===== config.mk =====
export PLATFORM = sky130hd
export DESIGN_NAME = uart_tx_arbiter
export DESIGN_NICKNAME = d
export VERILOG_FILES = /design/src/rtl/uart_tx_arbiter.sv
export SDC_FILE = /design/constraint.sdc
export NUM_CORES = 1
export LEC_CHECK = 0
export ABC_CLOCK_PERIOD_IN_PS = 2450
export CAP_MARGIN = 20
export CORE_ASPECT_RATIO = 1.75
export CORE_MARGIN = 5
export CORE_UTILIZATION = 51
export CTS_BUF_LIST = sky130_fd_sc_hd__clkbuf_4
export DETAILED_ROUTE_END_ITERATION = 16
export HOLD_SLACK_MARGIN = 0.05
export PLACE_DENSITY = 0.84
export SKIP_CTS_REPAIR_TIMING = 1
export SLEW_MARGIN = 5
export SYNTH_ARGS = -nofsm -noshare
export SYNTH_HDL_FRONTEND = slang
export SYNTH_SLANG_ARGS = --single-unit

===== constraint.sdc =====
create_clock -name clk_i -period 2.45 [get_ports clk_i]
set_input_delay 0.245 -clock clk_i [delete_from_list [all_inputs] [get_ports clk_i]]
set_output_delay 0.245 -clock clk_i [all_outputs]
set_load 0.05 [all_outputs]

===== src/rtl/uart_tx_arbiter.sv =====
`timescale 1ns/1ps
// Round-robin arbiter that shares one UART byte transmitter between NREQ byte
// streams, optionally locking the grant until a requester's packet is complete.
module uart_tx_arbiter #(
    parameter int          NREQ         = 4,
    parameter int          LOCK_PKT     = 1,
    parameter logic [15:0] IDLE_TIMEOUT = 16'd50000,
    parameter logic [2:0]  BUSY_WAIT    = 3'd4
) (
    input  logic                 clk_i,
    input  logic                 rst_i,
    input  logic [NREQ-1:0]      req_valid_i,
    input  logic [8*NREQ-1:0]    req_data_i,
    input  logic [NREQ-1:0]      req_last_i,
    output logic [NREQ-1:0]      req_ready_o,
    output logic [NREQ-1:0]      grant_o,
    output logic [7:0]           tx_data_o,
    output logic                 tx_en_o,
    input  logic                 tx_busy_i,
    output logic                 active_o,
    output logic                 err_o
);

    localparam int IW = (NREQ > 1) ? $clog2(NREQ) : 1;

    typedef enum logic [2:0] {
        DRAIN,
        IDLE,
        ISSUE,
        WAIT_HI,
        WAIT_LO,
        HOLD
    } state_t;

    state_t            state_q;
    logic [IW-1:0]     rrPtr_q;
    logic [IW-1:0]     gIdx_q;
    logic [NREQ-1:0]   grant_q;
    logic [NREQ-1:0]   ready_q;
    logic [7:0]        txData_q;
    logic              txEn_q;
    logic              err_q;
    logic              lock_q;
    logic [15:0]       idleCnt_q;
    logic [2:0]        busyCnt_q;

    logic              winValid_d;
    logic [IW-1:0]     winIdx_d;

    function automatic logic [IW-1:0] wrapIdx(input int k);
        return IW'((k >= NREQ) ? k - NREQ : k);
    endfunction

    function automatic logic [IW-1:0] nextPtr(input logic [IW-1:0] g);
        if (int'(g) == NREQ - 1) return '0;
        return g + 1'b1;
    endfunction

    function automatic logic [NREQ-1:0] oneHot(input logic [IW-1:0] idx);
        logic [NREQ-1:0] v;
        v = '0;
        v[idx] = 1'b1;
        return v;
    endfunction

    // Scanning downward lets the requester closest above rrPtr_q win last-write.
    always_comb begin
        winValid_d = 1'b0;
        winIdx_d   = '0;
        for (int i = NREQ - 1; i >= 0; i--) begin
            if (req_valid_i[wrapIdx(int'(rrPtr_q) + i)]) begin
                winValid_d = 1'b1;
                winIdx_d   = wrapIdx(int'(rrPtr_q) + i);
            end
        end
    end

    always_ff @(posedge clk_i) begin
        if (rst_i) begin
            state_q   <= DRAIN;
            rrPtr_q   <= '0;
            gIdx_q    <= '0;
            grant_q   <= '0;
            ready_q   <= '0;
            txData_q  <= 8'h00;
            txEn_q    <= 1'b0;
            err_q     <= 1'b0;
            lock_q    <= 1'b0;
            idleCnt_q <= '0;
            busyCnt_q <= '0;
        end else begin
            txEn_q  <= 1'b0;
            ready_q <= '0;
            case (state_q)
                DRAIN: begin
                    if (!tx_busy_i) state_q <= IDLE;
                end
                IDLE: begin
                    if (winValid_d) begin
                        gIdx_q   <= winIdx_d;
                        grant_q  <= oneHot(winIdx_d);
                        ready_q  <= oneHot(winIdx_d);
                        txData_q <= req_data_i[8*winIdx_d +: 8];
                        txEn_q   <= 1'b1;
                        state_q  <= ISSUE;
                    end else begin
                        grant_q <= '0;
                    end
                end
                ISSUE: begin
                    lock_q    <= (LOCK_PKT != 0) && !req_last_i[gIdx_q];
                    busyCnt_q <= 3'd1;
                    state_q   <= WAIT_HI;
                end
                // The tx_en cycle itself counts toward the busy-rise allowance.
                WAIT_HI: begin
                    if (tx_busy_i) begin
                        state_q <= WAIT_LO;
                    end else if (busyCnt_q + 3'd1 >= BUSY_WAIT) begin
                        err_q   <= 1'b1;
                        lock_q  <= 1'b0;
                        grant_q <= '0;
                        rrPtr_q <= nextPtr(gIdx_q);
                        state_q <= IDLE;
                    end else begin
                        busyCnt_q <= busyCnt_q + 3'd1;
                    end
                end
                WAIT_LO: begin
                    if (!tx_busy_i) begin
                        if (lock_q && req_valid_i[gIdx_q]) begin
                            ready_q  <= grant_q;
                            txData_q <= req_data_i[8*gIdx_q +: 8];
                            txEn_q   <= 1'b1;
                            state_q  <= ISSUE;
                        end else if (lock_q) begin
                            idleCnt_q <= '0;
                            state_q   <= HOLD;
                        end else begin
                            grant_q <= '0;
                            rrPtr_q <= nextPtr(gIdx_q);
                            state_q <= IDLE;
                        end
                    end
                end
                HOLD: begin
                    if (req_valid_i[gIdx_q]) begin
                        idleCnt_q <= '0;
                        ready_q   <= grant_q;
                        txData_q  <= req_data_i[8*gIdx_q +: 8];
                        txEn_q    <= 1'b1;
                        state_q   <= ISSUE;
                    end else if (idleCnt_q == IDLE_TIMEOUT - 16'd1) begin
                        idleCnt_q <= '0;
                        lock_q    <= 1'b0;
                        grant_q   <= '0;
                        rrPtr_q   <= nextPtr(gIdx_q);
                        state_q   <= IDLE;
                    end else begin
                        idleCnt_q <= idleCnt_q + 16'd1;
                    end
                end
                default: state_q <= DRAIN;
            endcase
        end
    end

    assign req_ready_o = ready_q;
    assign grant_o     = grant_q;
    assign tx_data_o   = txData_q;
    assign tx_en_o     = txEn_q;
    assign err_o       = err_q;
    assign active_o    = (state_q != IDLE);

endmodule


Yosys cells after proc, flatten, opt, wreduce, memory -nomap -nowiden:

Index checks and enable logic that the tools add are counted.

* flip-flop bits (word level): 45
* output and inout bits: 19
* word-level logic and storage cells: 177

* $add $sub $neg: 10
* $lt $le $gt $ge: 12
* equal/unequal tests: 23
* shifts and indexed selects: 2
* mux-type cells: 99
* bitwise logic cells: 1
* reductions and logical operators: 19

Operators with widths (count)
* two-way mux 16 bit: 5
* indexed part select 32 x 6 -> 8 bit: 2
* two-way mux 4 bit: 11
* two-way mux 2 bit: 19
* two-way mux 1 bit: 33
* two-way mux 3 bit: 11
* two-way mux 8 bit: 4
* one-hot mux 16 bit (2 select lines): 1
* inequality test 2 bit, second input constant: 13
* one-hot mux 8 bit (3 select lines): 1
* less-than comparator 2 x 3 -> 1 bit, second input constant: 6
* one-hot mux 3 bit (6 select lines): 1
* adder 16 x 1 -> 16 bit, second input constant: 1
* == test 16 bit, second input constant: 1
* one-hot mux 4 bit (4 select lines): 1
* AND reduction 8 bit: 2
* AND reduction 5 bit: 3
* binary-select mux 1 bit (select 2 bit): 6
* >= comparator 3 bit, second input constant: 4
* one-hot mux 4 bit (3 select lines): 1
* nonzero test 3 bit: 3
* subtractor 2 x 1 -> 2 bit, second input constant: 4
* adder 2 x 2 -> 3 bit, second input constant: 2
* == test 3 x 2 -> 1 bit, second input constant: 2
* other kinds (23): 29

Logic depth before layout (Yosys ltp):

Gate-level depths: netlist of the first run.

* depth in word-level cells: 15
* mapped depth: 8

Worst setup path after synthesis of the first run:

No wires, ideal clock.

* path kind: flip-flop to flip-flop
* from: register gIdx_q[0]
* to: register idleCnt_q[3]
* library setup time: 0.059 ns
* arrival: 2.109 ns
* required time: 2.391 ns
* slack: 0.281 ns
* cell stages (with the launch flop): 8
* path buffers: 2
* path through: dfxtp_1 mux4_2 buf_6 or3_1 buf_6 nor3_4 a21o_1 a22o_1

* cells in the longest elaborated chain, start to end: 5
* elaborated cells between the ends (all ways): 7

RTL lines
* start, declared: line 37 `logic [IW-1:0] gIdx_q;`
* start signal, assigned: line 100 `gIdx_q <= winIdx_d;`
* binary-select mux 1 bit (select 2 bit) *: line 131, 147
* two-way mux 1 bit (implied by the code) *: line 131, 147
* logical AND 1 bit: line 131 `if (lock_q && req_valid_i[gIdx_q]) begin`
* inequality test 2 bit (no source line)
* AND reduction 4 bit (no source line)
* end signal, assigned: line 160 `idleCnt_q <= idleCnt_q + 16'd1;`
* end, declared: line 44 `logic [15:0] idleCnt_q;`

Every way passes the cells marked *; elsewhere a longest branch is shown, timed or not. The select of a mux whose other input is x is not followed.
A chain may end at the register's enable or synchronous reset.

Worst setup path in the final report of the first run:

* from: register gIdx_q[0]
* to: register idleCnt_q[14]

The elaborated chain is that of the path after synthesis.

==> flow_summary.toml, run 1 <==
[routing]
first_pass_iters = 4
num_vias = 2490
routed_wl_um = 6660
via_per_inst = 5.99
drtIter0Drc = 146
wl_per_cell_um = 16.0
final_antenna_net_count = 0
drc_errors = 0

[yosys]
muxShareOfSynthArea = 0.112
synthArstFlopShare = 0
synth.distinct_cells = 57
syn_inst = 291
synth_edf_count = 0
synth-compound-area-share = 0.192
yosysWarnings = 0
synth_top_family_by_area = "simple AND/OR/NAND/NOR gates"
synth_xor_area_frac = 0.0315
synthFlopType = "dfxtp_1"
synth_area_mm2 = 0.00250
synth_nets = 337
syn_area_per_cell_um2 = 8.59
ys_seq_area_frac = 0.361
synth_top_area_share = 0.361
ys_ff_latch = 45
synthSimpleGateAreaFrac = 0.249
synth_top_cell_by_area = "dfxtp_1"
synthAdderAreaFrac = 0.0150
synth.area.top_cells = "dfxtp_1 36%, mux2i_1 8.8%, nand2_1 4.5%, a21oi_1 4.4%, nor2_1 3.6%"

[die]
die_area_mm2 = 0.00645
die_h_um = 103
chipWidth_um = 62.9
initial_utilization = 0.531
fp.coreArea_mm2 = 0.00471
io-pin-count = 62
row_count = 33

[place]
hpwl_um = 5370
pre_cts_slack_ps = 57.9
io_buffer_count = 61
gp_congestion = 0.954

[clock_network]
cts_buffers = 5
cts_root_buf = "clkbuf_4"
clock-sinks = 45
cts_tree = "built"
clk_path_buf_depth = 2
insertion_delay_ps = 360
cts_max_level = 2
clkTransAtPathRegs_ps = 130

[layout]
final_common_cell = "clkdlybuf4s50_1"
antenna_cells = 0
fin_nets = 411
area_growth_pct = 32.8
post-route-util = 0.705
layout_common_cells = "60 x clkdlybuf4s50_1, 45 x dfxtp_1, 30 x nand2_1, 24 x nor2_1"
drive_gt1_frac = 0.0989

[timing]
worst_slack_ps = 358
tightest_slew_ps = 616
max_freq_mhz = 478
fin_crit_sh = 0.854
worst_hold_slack_ps = 479
slew-limit-headroom = 0.587
fin_skew_ps = 8.94
finalHoldViolations = 0
slew_violations = 0
tns_ps = 0
grt_setup_unrepaired = "no"
finalSetupViolations = 0
period_needed_ps = 2090

[worst_setup_path]
ff2ff_path_depth = 6
reg2reg_from = "gIdx_q[0]"
path_class = "flip-flop to flip-flop"
crit_fanout = 8
ff2ff_setup_slack_ps = 360
cp_cell_sequence = "mux4_2 > buf_4 > o21ai_1 > nand2_1 > o21bai_1 > nor2_1"
endpoint = "idleCnt_q[14]"
crit_path_end_kind = "flip-flop"
slowest_stage = "mux4_2"
arrival_ps = 2330
crit_path_start_kind = "flip-flop"
cpPeakStageDelay_ps = 550
crit_start = "gIdx_q[0]"
reg2reg_to = "idleCnt_q[14]"
cp.required_ps = 2680

[global_route]
gr-total-overflow = 0
first_global_vias = 2518
antenna_found_initial = 0
grt_max_degree = 29
grt_pass1_wl_um = 11000
grt.total_usage = 0.209

[outcome]
status = "completed"

[job]
maxCapViolCount = 0

[power]
power.density_mw_per_mm2 = 515
vdd_drop_max_mv = 0.409
p_leak_nw = 1.30

[min_path]
hp-class = "flip-flop to flip-flop"
-- sequential cells by signal, indices dropped and copies added, names as in the netlist --
register and cells:
idleCnt_q 16, tx_data_o 8, grant_o 4, req_ready_o 4
busyCnt_q 3, state_q 3, gIdx_q 2, rrPtr_q 2
err_o 1, lock_q 1, tx_en_o 1
-- how the worst min path moves through the flow --
stage / from / slack (ps) / cells past startpoint / end
global placement: tx_data_o[5] / 440 / 2 / tx_data_o[5]
floorplan: busyCnt_q[0] / 440 / 1 / busyCnt_q[0]
CTS: tx_data_o[5] / 480 / 2 / tx_data_o[5]
detailed placement: tx_data_o[2] / 450 / 2 / tx_data_o[2]
global route: busyCnt_q[2] / 510 / 1 / busyCnt_q[2]
finish: tx_data_o[5] / 480 / 2 / tx_data_o[5]
-- cell families after synthesis --
family / count (synthesis)
AOI/OAI and AO/OA: 71
adders and majority gates: 3
buffers and inverters: 22
DFF: 45
and+or+nand+nor: 116
xor gates and xnor gates: 9
muxes: 25
-- worst max-delay path: cells and delay by family (launching register included) --
kind | cells | cell delay, ps
compound gates | 2 | 650
simple gates | 2 | 200
buf+inv | 1 | 190
flops | 1 | 380
mux | 1 | 550
-- report_power, final --
part           total (mW)  internal [mW]  switching (mW)  leakage [nW]
Clock               0.328          0.100           0.228        0.0269
Sequential          0.811          0.773          0.0386         0.365
Combinational       0.572          0.259           0.313         0.905
-- stage by stage --
step	std cells	cell area, um2	power (mW)
final	416	3320	1.71
after global routing	416	3320	1.80
after CTS	416	3320	1.73
after detailed placement	410	3270	1.39
after global placement	410	3270	1.38
after floorplan	291	2500	1.17
-- per-layer routing --
layer	routed length [um]	part of all wire	global-route usage	vias to the layer above
met5	0	0	0	-
met4	164	0.025	0.0980	0
met3	455	0.068	0.0622	16
met2	3630	0.54	0.408	89
met1	2410	0.36	0.195	1168
li1	-	-	-	1217
-- synthesized netlist by cell type (all sizes together), types with 5 or more instances --
cell,count
nand3,7
nor3,7
nor2,25
dfxtp,45
o22ai,5
mux2i,22
clkbuf,11
nand2b,9
buf,5
and3,5
o21ai,9
nand2,30
xnor2,5
a21oi,22
inv,6
o221ai,9
-- area by class of cell --
cell class / count / area (um2)
Clock buffer: 5 / 37.5
Clock inverter: 1 / 5.00
Sequential cell: 45 / 901
Inverter: 6 / 22.5
Fill cell: 396 / 1390
Tap cell: 52 / 65.1
Multi-Input combinational cell: 224 / 1500
Timing Repair Buffer: 83 / 791
(Power assumes the default switching activity.)
==> run 2, diff against run 1 <==
--- a/config.mk
+++ b/config.mk
@@ -10,9 +10,9 @@
 export CORE_ASPECT_RATIO = 1.75
 export CORE_MARGIN = 5
-export CORE_UTILIZATION = 51
+export CORE_UTILIZATION = 35
 export CTS_BUF_LIST = sky130_fd_sc_hd__clkbuf_4
 export DETAILED_ROUTE_END_ITERATION = 16
 export HOLD_SLACK_MARGIN = 0.05
-export PLACE_DENSITY = 0.84
+export PLACE_DENSITY = 0.62
 export SKIP_CTS_REPAIR_TIMING = 1
 export SLEW_MARGIN = 5
==> constraint.sdc (replaced) <==
create_clock -name clk_i -period 2.45 [get_ports clk_i]
set_input_delay 0.245 -clock clk_i [delete_from_list [all_inputs] [get_ports clk_i]]
set_output_delay 0.245 -clock clk_i [all_outputs]
set_load 0.005 [all_outputs]
==> run 2 against run 1 <==
  * Global-route usage decreased by 5.1 points
  * Combinational power decreased by 19%
  * Core utilization decreased by 22 points
  * Critical path type is now flip-flop to primary output
  * Largest cell class unchanged
==> flow_summary.toml, run 2 (synthesis gave the netlist of run 1 again) <==
[power]
p_switching_mw = 0.495
vdd_drop_max_mv = 0.389
p_leak_nw = 1.30
seqPwrFrac = 0.495
comb_power_share = 0.283
clkPwrFrac = 0.223
swShare = 0.301
power_mw = 1.64
p_int_mw = 1.15
power.density_mw_per_mm2 = 486

[timing]
period_needed_ps = 2170
slew_violations = 0
fin_crit_sh = 0.885
grt_setup_unrepaired = "no"
slew-limit-headroom = 0.638
finalHoldViolations = 0
tightest_slew_ps = 543
fin_skew_ps = 12.1
max_freq_mhz = 461
tns_ps = 0
finalSetupViolations = 0

[die]
die_area_mm2 = 0.00900
row_count = 40
initial_utilization = 0.362
fp.coreArea_mm2 = 0.00691
io-pin-count = 62
chipWidth_um = 73.9
die_h_um = 122

[layout]
largest_reg_flops = 16
drive_gt1_frac = 0.104
seq_area_um2 = 901
multiInputGateArea_mm2 = 0.00150
antenna_cells = 0
n_fill_cell = 694
area_growth_pct = 35.4
post-route-util = 0.490
largest-register = "idleCnt_q"
instances_no_fill = 450
layout_common_cells = "61 x clkdlybuf4s50_1, 45 x dfxtp_1, 30 x nand2_1, 24 x nor2_1"
final_common_cell = "clkdlybuf4s50_1"
post-route-cell-area_mm2 = 0.00338
fin_nets = 411

[min_path]
hp-class = "flip-flop to flip-flop"
hold_start = "tx_data_o[1]"
holdPathStages = 2
hold_end = "tx_data_o[1]"

[worst_setup_path]
reg2reg_from = "gIdx_q[0]"
ff2ff_setup_slack_ps = 320
crit_start = "state_q[0]"
path_class = "flip-flop to primary output"
crit_path_end_kind = "primary output"
crit_fanout = 12
ff2ff_path_depth = 6
crit_path_start_kind = "flip-flop"
cp.required_ps = 2200
reg2reg_to = "idleCnt_q[5]"
arrival_ps = 1920

[place]
gp_congestion = 0.797
hpwl_um = 5550
place_inst = 442
place_area_mm2 = 0.00333
io_buffer_count = 61

[routing]
via_per_inst = 5.42
drtIter0Drc = 82
num_vias = 2438
drc_errors = 0
first_pass_iters = 4
routed_wl_um = 6830
wl_per_cell_um = 15.2
final_antenna_net_count = 0

[global_route]
grt_max_degree = 29
gr-total-overflow = 0
grt.total_usage = 0.158
grt_pass1_wl_um = 11200
antenna_found_initial = 0
first_global_vias = 2401

[outcome]
status = "completed"

[clock_network]
cts_max_level = 2
cts_root_buf = "clkbuf_4"
clock-sinks = 45
cts_buffers = 5
insertion_delay_ps = 380
clk_path_buf_depth = 2
clkTransAtPathRegs_ps = 120
cts_tree = "built"

[job]
maxCapViolCount = 0
[run 2: final cells by class]
type                    count  area share
well taps                  84      0.0311
repair buffers             83       0.237
clock buffers               6      0.0133
clock inverters             2     0.00296
multi-input cells         224       0.443
flip-flops and latches     45       0.266
inverters                   6     0.00666
[run 2: stage by stage]
step / hold WS [ps] / setup WS [ps]
finish: 474 / 283
global route: 506 / 153
CTS: 481 / 264
detailed placement: 449 / 65.5
global placement: 447 / 110
floorplan: 444 / 281
[run 2: how the worst max path moves through the flow]
| stage | to | slack, ps | depth (start not counted) |
|---|---|---|---|
| 6_report | active_o | 280 | 3 |
| 5_1_grt | active_o | 150 | 3 |
| 4_1_cts | active_o | 260 | 3 |
| 3_5_place_dp | idleCnt_q[5] | 70 | 7 |
| 3_3_place_gp | state_q[1] | 110 | 6 |
| 2_1_floorplan | idleCnt_q[3] | 280 | 7 |
[run 2: power by group through the flow]
stage	Combinational [mW]	Clock (mW)	Sequential, mW
2_1_floorplan	0.258	0	0.813
3_3_place_gp	0.464	0	0.828
3_5_place_dp	0.467	0	0.829
4_1_cts	0.470	0.384	0.813
5_1_grt	0.511	0.412	0.821
6_report	0.465	0.366	0.813
[run 2: per-layer routing]
| metal | global-route usage | vias to the layer above | routed length [um] |
|---|---|---|---|
| met5 | 0 | - | 0 |
| met4 | 0.0669 | 0 | 161 |
| met1 | 0.159 | 1140 | 2550 |
| li1 | - | 1220 | - |
| met3 | 0.0421 | 9 | 433 |
| met2 | 0.293 | 69 | 3680 |
[run 2: worst max-delay path: stages, from the launching register on]
cell             delay [ps]
dfxtp_1                 570
nor2b_1                 320
nand2_1                 170
clkdlybuf4s50_1         490
